===== config.mk =====
export PLATFORM = sky130hd
export DESIGN_NAME = x_andn_pipe
export DESIGN_NICKNAME = d
export VERILOG_FILES = /design/src/rtl/x_andn_pkg.sv /design/src/rtl/x_and_stage.sv /design/src/rtl/x_andn_pipe.sv
export SDC_FILE = /design/constraint.sdc
export NUM_CORES = 1
export LEC_CHECK = 0
export ABC_AREA = 1
export BUFFER_PORTS_ARGS = -buffer_cell sky130_fd_sc_hd__clkbuf_2
export CORE_ASPECT_RATIO = 1.4
export CORE_UTILIZATION = 25
export CTS_BUF_LIST = sky130_fd_sc_hd__clkbuf_2
export DETAILED_ROUTE_END_ITERATION = 12
export PLACE_DENSITY = 0.5
export SYNTH_ARGS = -nofsm -noshare
export SYNTH_HDL_FRONTEND = slang
export SYNTH_SLANG_ARGS = --single-unit

===== constraint.sdc =====
create_clock -name CLK -period 2.6 [get_ports CLK]
set_clock_uncertainty 0.05 [all_clocks]
set_input_delay 0.26 -clock CLK [delete_from_list [all_inputs] [get_ports CLK]]
set_output_delay 0.26 -clock CLK [all_outputs]
set_load 0.02 [all_outputs]

===== src/rtl/x_andn_pkg.sv =====
// Shared constants and elaboration-time helpers for the AND/NAND reduction tree.
// Tree depth, per-level node count and index width are all derived here.
package x_andn_pkg;

  localparam int MODE_AND  = 0;
  localparam int MODE_NAND = 1;

  function automatic int clog2_f(input int n);
    int r;
    int v;
    r = 0;
    v = n - 1;
    while (v > 0) begin
      r++;
      v = v >> 1;
    end
    return (r < 1) ? 1 : r;
  endfunction

  // Number of nodes in tree level 'level' (level 0 sits directly on the inputs).
  function automatic int nodes_f(input int width, input int group, input int level);
    int n;
    n = width;
    for (int i = 0; i <= level; i++) n = (n + group - 1) / group;
    return n;
  endfunction

  function automatic int lat_f(input int width, input int group);
    int n;
    int l;
    n = width;
    l = 0;
    while (n > 1) begin
      n = (n + group - 1) / group;
      l++;
    end
    return (l < 1) ? 1 : l;
  endfunction

endpackage


===== src/rtl/x_and_stage.sv =====
// One tree node: GROUP-input AND with lowest-zero index select, registered with
// a valid bit; data only reloads on a valid enabled cycle.
module x_and_stage #(
  parameter int GROUP = 4,
  parameter int IW    = 4
) (
  input  logic                      i_clk,
  input  logic                      i_rst,
  input  logic                      i_ce,
  input  logic                      i_vld,
  input  logic [GROUP-1:0]          i_zero,
  input  logic [GROUP-1:0][IW-1:0]  i_idx,
  output logic                      o_vld,
  output logic                      o_zero,
  output logic                      o_all,
  output logic [IW-1:0]             o_idx
);

  logic          w_anyZero;
  logic [IW-1:0] w_selIdx;
  logic          r_vld;
  logic          r_zero;
  logic          r_all;
  logic [IW-1:0] r_idx;

  // Scanning high-to-low lets the lowest zero-carrying child win.
  always_comb begin
    w_anyZero = |i_zero;
    w_selIdx  = '0;
    for (int g = GROUP - 1; g >= 0; g--) begin
      if (i_zero[g]) w_selIdx = i_idx[g];
    end
  end

  always_ff @(posedge i_clk) begin
    if (i_rst) begin
      r_vld  <= 1'b0;
      r_zero <= 1'b0;
      r_all  <= 1'b0;
      r_idx  <= '0;
    end else if (i_ce) begin
      r_vld <= i_vld;
      if (i_vld) begin
        r_zero <= w_anyZero;
        r_all  <= ~w_anyZero;
        r_idx  <= w_selIdx;
      end
    end
  end

  assign o_vld  = r_vld;
  assign o_zero = r_zero;
  assign o_all  = r_all;
  assign o_idx  = r_idx;

endmodule


===== src/rtl/x_andn_pipe.sv =====
// Pipelined WIDTH-input AND/NAND reduction with zero detection and lowest-zero
// index, built as a GROUP-ary tree of registered x_and_stage nodes.
module x_andn_pipe import x_andn_pkg::*; #(
  parameter int WIDTH = 16,
  parameter int GROUP = 4,
  parameter int MODE  = 0
) (
  input  logic                       CLK,
  input  logic                       RST,
  input  logic                       CE,
  input  logic [WIDTH-1:0]           I,
  input  logic                       I_VLD,
  output logic                       O,
  output logic                       O_VLD,
  output logic                       ZANY,
  output logic [clog2_f(WIDTH)-1:0]  ZIDX
);

  localparam int LAT   = lat_f(WIDTH, GROUP);
  localparam int IW    = clog2_f(WIDTH);
  localparam int MAXN  = nodes_f(WIDTH, GROUP, 0);
  localparam int MAXIN = MAXN * GROUP;

  // Row l holds the zero flags/indices feeding tree level l; row LAT is the root.
  logic [LAT:0][MAXIN-1:0]          w_lvlZero;
  logic [LAT:0][MAXIN-1:0][IW-1:0]  w_lvlIdx;
  logic [LAT:0]                     w_lvlVld;
  logic [LAT-1:0][MAXN-1:0]         w_nodeVld;
  logic [LAT-1:0][MAXN-1:0]         w_nodeAll;
  logic                             w_unused;

  // Padding leaves carry no zero, so they can never be selected as ZIDX.
  for (genvar p = 0; p < MAXIN; p++) begin : g_leaf
    if (p < WIDTH) begin : g_in
      assign w_lvlZero[0][p] = ~I[p];
      assign w_lvlIdx[0][p]  = IW'(p);
    end else begin : g_pad
      assign w_lvlZero[0][p] = 1'b0;
      assign w_lvlIdx[0][p]  = '0;
    end
  end

  assign w_lvlVld[0] = I_VLD;

  for (genvar l = 0; l < LAT; l++) begin : g_lvl
    localparam int NN = nodes_f(WIDTH, GROUP, l);
    for (genvar n = 0; n < MAXN; n++) begin : g_node
      if (n < NN) begin : g_real
        x_and_stage #(
          .GROUP (GROUP),
          .IW    (IW)
        ) u_stage (
          .i_clk  (CLK),
          .i_rst  (RST),
          .i_ce   (CE),
          .i_vld  (w_lvlVld[l]),
          .i_zero (w_lvlZero[l][n*GROUP +: GROUP]),
          .i_idx  (w_lvlIdx[l][n*GROUP +: GROUP]),
          .o_vld  (w_nodeVld[l][n]),
          .o_zero (w_lvlZero[l+1][n]),
          .o_all  (w_nodeAll[l][n]),
          .o_idx  (w_lvlIdx[l+1][n])
        );
      end else begin : g_pad
        assign w_nodeVld[l][n]   = 1'b1;
        assign w_nodeAll[l][n]   = 1'b0;
        assign w_lvlZero[l+1][n] = 1'b0;
        assign w_lvlIdx[l+1][n]  = '0;
      end
    end
    for (genvar p = MAXN; p < MAXIN; p++) begin : g_fill
      assign w_lvlZero[l+1][p] = 1'b0;
      assign w_lvlIdx[l+1][p]  = '0;
    end
    assign w_lvlVld[l+1] = &w_nodeVld[l];
  end

  // Root registers reset to zero, so O reads 0 after reset in either polarity.
  assign O_VLD = w_lvlVld[LAT];
  assign ZANY  = w_lvlZero[LAT][0];
  assign ZIDX  = w_lvlIdx[LAT][0];
  assign O     = (MODE == MODE_NAND) ? w_lvlZero[LAT][0] : w_nodeAll[LAT-1][0];

  assign w_unused = ^{w_lvlZero, w_lvlIdx, w_nodeVld, w_nodeAll};

endmodule


# Yosys cells after proc, flatten, opt, wreduce, memory -nomap -nowiden
# Cells that the tools add are included.
[op_classes] n_lt_le_gt_ge=0 shifts=0 n_bitwise=17 n_eq_ne=0 div=0 multipliers=0 muxes=20 addsub=0 reduce_logical=7
[op_table] op="$mux W4" count=12
[op_table] op="$reduce_or A4 Y1" count=5
[op_table] op="$not A1 Y1" count=17
[op_table] op="$mux W3" count=4
[op_table] op="$mux W2" count=4
[op_table] op="$reduce_and A2 Y1" count=2
[word_totals] memories=0 word_cells=57 ramBits=0 mem_bits_ro=0 output_inout_bits=7 latchBits=0 register_bits=28

# Depth between registers and ports, before layout
[depth] ltp_word=4 ltp_mapped=5

# Hierarchy
# Synthesis repeated with hierarchy kept, for this count alone.
[unflattened] hier_cells=356 hier_area_um2=2174.6
[by_module_without_submodules] mod="x_and_stage" seq_area_each_um2=140.1 area_each_um2=419.2 n_inst=5 cells_per_inst=67
[by_module_without_submodules] mod="x_andn_pipe" seq_area_each_um2=0.0 area_each_um2=78.8 n_inst=1 cells_per_inst=21

# Worst setup path before layout
# Ideal clock, no wire load.
[synth_path] path_type="reg2reg" from="reg g_lvl[0].g_node[0].g_real.u_stage.r_zero" to="reg g_lvl[1].g_node[0].g_real.u_stage.r_all" path_slack_ns=1.720 t_required_ns=2.480 stages_incl_launch_ff=6 synth_period_minus_slack_ns=0.880 arrival_time_ns=0.760 path_cell_list="dfxtp_1 -> inv_1 -> nand3_1 -> nor2_1 -> nand2_1 -> a21oi_1"
[synth_via] elab_chain_cells=2
[synth_lines] item="start, declared" line="x_and_stage.sv:22" rtl="logic r_zero;"
[synth_lines] item="start signal, assigned" line="x_and_stage.sv:44" rtl="r_zero <= w_anyZero;"
[synth_lines] item="$reduce_or A4 Y1" line="x_and_stage.sv:28" rtl="w_anyZero = |i_zero;"
[synth_lines] item="$not A1 Y1" line="x_and_stage.sv:45" rtl="r_all <= ~w_anyZero;"
[synth_lines] item="end signal, assigned" line="x_and_stage.sv:45"
[synth_lines] item="end, declared" line="x_and_stage.sv:23" rtl="logic r_all;"
# Every way passes these cells.
# A chain may end at the register's enable or synchronous reset.

# Worst setup path after layout
[layout_path] from="reg g_lvl[1].g_node[0].g_real.u_stage.r_zero" to="out ZANY"
[layout_rtl] item="start, declared" line="x_and_stage.sv:22"
[layout_rtl] item="start signal, assigned" line="x_and_stage.sv:44"
[layout_rtl] item="end, declared" line="x_andn_pipe.sv:15" rtl="output logic ZANY,"
# No word-level cell between the ends.

==> metrics.md <==
| Metric | Value |
|---|---|
| Chip width | `54.9 um` |
| Critical-path cell list | `clkbuf_2` |
| Syn-to-layout area delta | `18.5%` |
| Synth Area in Adders | `0%` |
| FILL cells | `436` |
| FF-to-FF setup slack | `1.52 ns` |
| DIE HEIGHT | `76.1 um` |
| Hold Buf Count CTS | `0` |
| Yosys top cell by area | `dfxtp_1` |
| Dpl hpwl | `1730 um` |
| DRC | `0` |
| FF+latch count, synth | `23` |
| Post-synthesis mux area share | `0%` |
| Fin area | `0.00116 mm^2` |
| Max-slew violation count | `0` |
| Startpoint Class | `flip-flop` |
| CP Max Fanout | `2` |
| CP max-delay cell | `dfxtp_1` |
| Static Leakage | `0.538 nW` |
| CP Buf/Inv Count | `1` |
| GP Congestion | `0.760` |
| Initial Utilization | `26.5%` |
| WP data arrival | `0.92 ns` |
| Post-route antenna net violation count | `0` |
| WS Path Type | `reg2out` |
| Post-CTS resize count | `0` |
| Sum Neg Setup Slack | `0 ns` |
| Crit-path max cell delay | `0.40 ns` |
| Count of endpoints failing setup in the final report | `0` |
| WP data required | `2.29 ns` |
| Status | `complete, no violations` |
| Worst slew pin tran | `0.342 ns` |
| Post-Synth Simple-Gate Area | `23.5%` |
| Max-Slew Margin vs Limit | `76.9%` |
| Worst R2R End | `g_lvl[1].g_node[0].g_real.u_stage.o_all` |
| Initial DRC Count | `14` |
| Reg-to-Reg Start | `g_lvl[0].g_node[0].g_real.u_stage.o_zero` |
| Nature of the critical path endpoint | `primary output` |
| Cells on worst reg2reg path | `5` |
| Largest family of logic cells by synthesized area | `simple AND/OR/NAND/NOR gates` |
| H-tree depth | `1` |
| Sequential Area | `460 um^2` |
| Vias in the first global route | `929` |
| Via density | `4.68` |
| Util after Layout | `31.3%` |
| Compound-Gate Fraction of Synth Area | `22.4%` |
| P per Cell Area | `533 mW/mm^2` |
| Diode count | `0` |
| Synthesized area | `981 um^2` |
| Bufs on Longest Clock Path | `2` |
| Sink Count | `23` |
| Share of the synthesized area in the top cell type | `46.9%` |
| Hold Path Depth | `3` |
| Total design power | `0.000620 W` |
| Vias | `965` |
| RSZ-0062 raised after global routing | `no` |
| Final-report hold violation count | `0` |
| Fin nets | `185` |
| Initial antenna violation count | `0` |
| WHS | `0.0647 ns` |
| # port buffers | `26` |
| Peak VDD IR | `0.185 mV` |
| Period minus WS final | `1.23 ns` |
| Row count | `26` |
| Wire length of the first global-routing pass | `3780 um` |
| First-pass DRT Iterations | `5` |
| Die Area | `0.00418 mm^2` |
| Top cells by area, synth | `dfxtp_1 47%, nand2_1 16%, a21oi_1 13%, o21ai_0 7.1%, inv_1 3.8%` |
| Distinct cells, synth | `14` |
| Synth warn | `0` |
| Proportion of layout cells with a drive suffix above 1 | `20.1%` |
| Placed inst area | `0.00114 mm^2` |
| GRT Total Usage | `11.8%` |
| Clk_lat worst skew | `0.35 ns` |
| Syn Nets | `156` |
| Post-synthesis sequential area ratio | `46.9%` |
| Area of the multi-input gates | `450 um^2` |
| CP delay by family, top | `flip-flops` |
| Synthesized instance count | `136` |
| # Post-CTS Setup Buffers | `0` |
| Clock root cell | `clkbuf_2` |
| Wirelength per Cell | `10.5 um` |
| Post-Syn Area per Cell | `7.21 um^2` |
| Largest net degree at the start of global routing | `20` |
| Achievable Freq | `810 MHz` |
| Final worst path period share | `47.5%` |
| Core area | `0.00371 mm^2` |
| Min-delay worst type | `in2reg` |
| Boundary pin count | `27` |
| Hold Path End | `g_lvl[0].g_node[1].g_real.u_stage.o_idx[0]` |
| Post-Synth XOR/XNOR Area | `0%` |
| Total CTS buffers | `3` |
| Total wire length | `2170 um` |
| TritonCTS clock tree | `done` |
| HP Start | `I[4]` |
| Max Cap Viol | `0` |
| Clock Pin Slew Worst Setup and Hold Paths | `0.25 ns` |
| Grt ovf | `0` |
-- metal layers --
metal | GRT usage, % | wire [um] | vias up
li1 | - | - | 509
met1 | 14.7 | 939 | 437
met3 | 1.20 | 72 | 2
met5 | 0 | 0 | -
met2 | 19.5 | 1130 | 17
met4 | 5.25 | 27 | 0
-- synthesized netlist by cell type (all sizes together) --
cell type / count
a31oi: 1
nor2: 8
nand3: 7
clkbuf: 1
dfxtp: 23
a21oi: 25
o21ai: 17
inv: 11
nand2: 42
buf: 1
-- how the worst max path moves through the flow --
stage / from / to / slack, ns / cells after the start
floorplan: g_lvl[0].g_node[0].g_real.u_stage.o_zero / g_lvl[1].g_node[0].g_real.u_stage.o_all / 1.72 / 5
global placement: CE / g_lvl[1].g_node[0].g_real.u_stage.o_all / 1.49 / 5
detailed placement: CE / g_lvl[1].g_node[0].g_real.u_stage.o_idx[1] / 1.46 / 5
CTS: g_lvl[1].g_node[0].g_real.u_stage.o_zero / ZANY / 1.36 / 1
global route: g_lvl[1].g_node[0].g_real.u_stage.o_zero / ZANY / 1.30 / 1
finish: g_lvl[1].g_node[0].g_real.u_stage.o_zero / ZANY / 1.37 / 1
-- placed cells by master, fill, tap and decap left out, drive strengths merged --
master and count:
nand2 42, clkbuf 29, a21oi 25, dfxtp 23, o21ai 17, inv 11, nor2 8, nand3 7
a31oi 1, clkinvlp 1
-- cell type report --
type	count	share of cell area, %
inverters	11	3.98
multi-input cells	100	38.8
flip-flops and latches	23	39.6
well taps	42	4.52
repair buffers	26	11.2
clock inverters	1	0.646
clock buffers	3	1.29
-- cells by family (layout without fill, tap and decap cells) --
logic type	count (synthesis)	in the layout
AOI/OAI and AO/OA	43	43
buffers and inverters	13	41
DFF	23	23
and+or+nand+nor	57	57
-- metrics by stage --
stage                     cells  setup WS (ns)
after global placement      202           1.49
after floorplan             136           1.72
after CTS                   206           1.36
after detailed placement    202           1.46
final                       206           1.37
after global routing        206           1.30
-- sequential cells by signal, summed over array words and instances, names as in the netlist --
register                            count
g_lvl.g_node.g_real.u_stage.o_zero      5
g_lvl.g_node.g_real.u_stage.o_vld       2
g_lvl.g_node.g_real.u_stage.o_all       1
g_lvl.g_node.g_real.u_stage.o_idx      15
-- where the power goes --
group	total, W	leakage [nW]	switching (W)	internal (W)
Sequential	0.000386	0.189	0.0000134	0.000373
Combinational	0.0000848	0.336	0.0000515	0.0000334
Clock	0.000149	0.0126	0.000113	0.0000357
Total	0.000620	0.538	0.000178	0.000442
(Power assumes the default switching activity.)
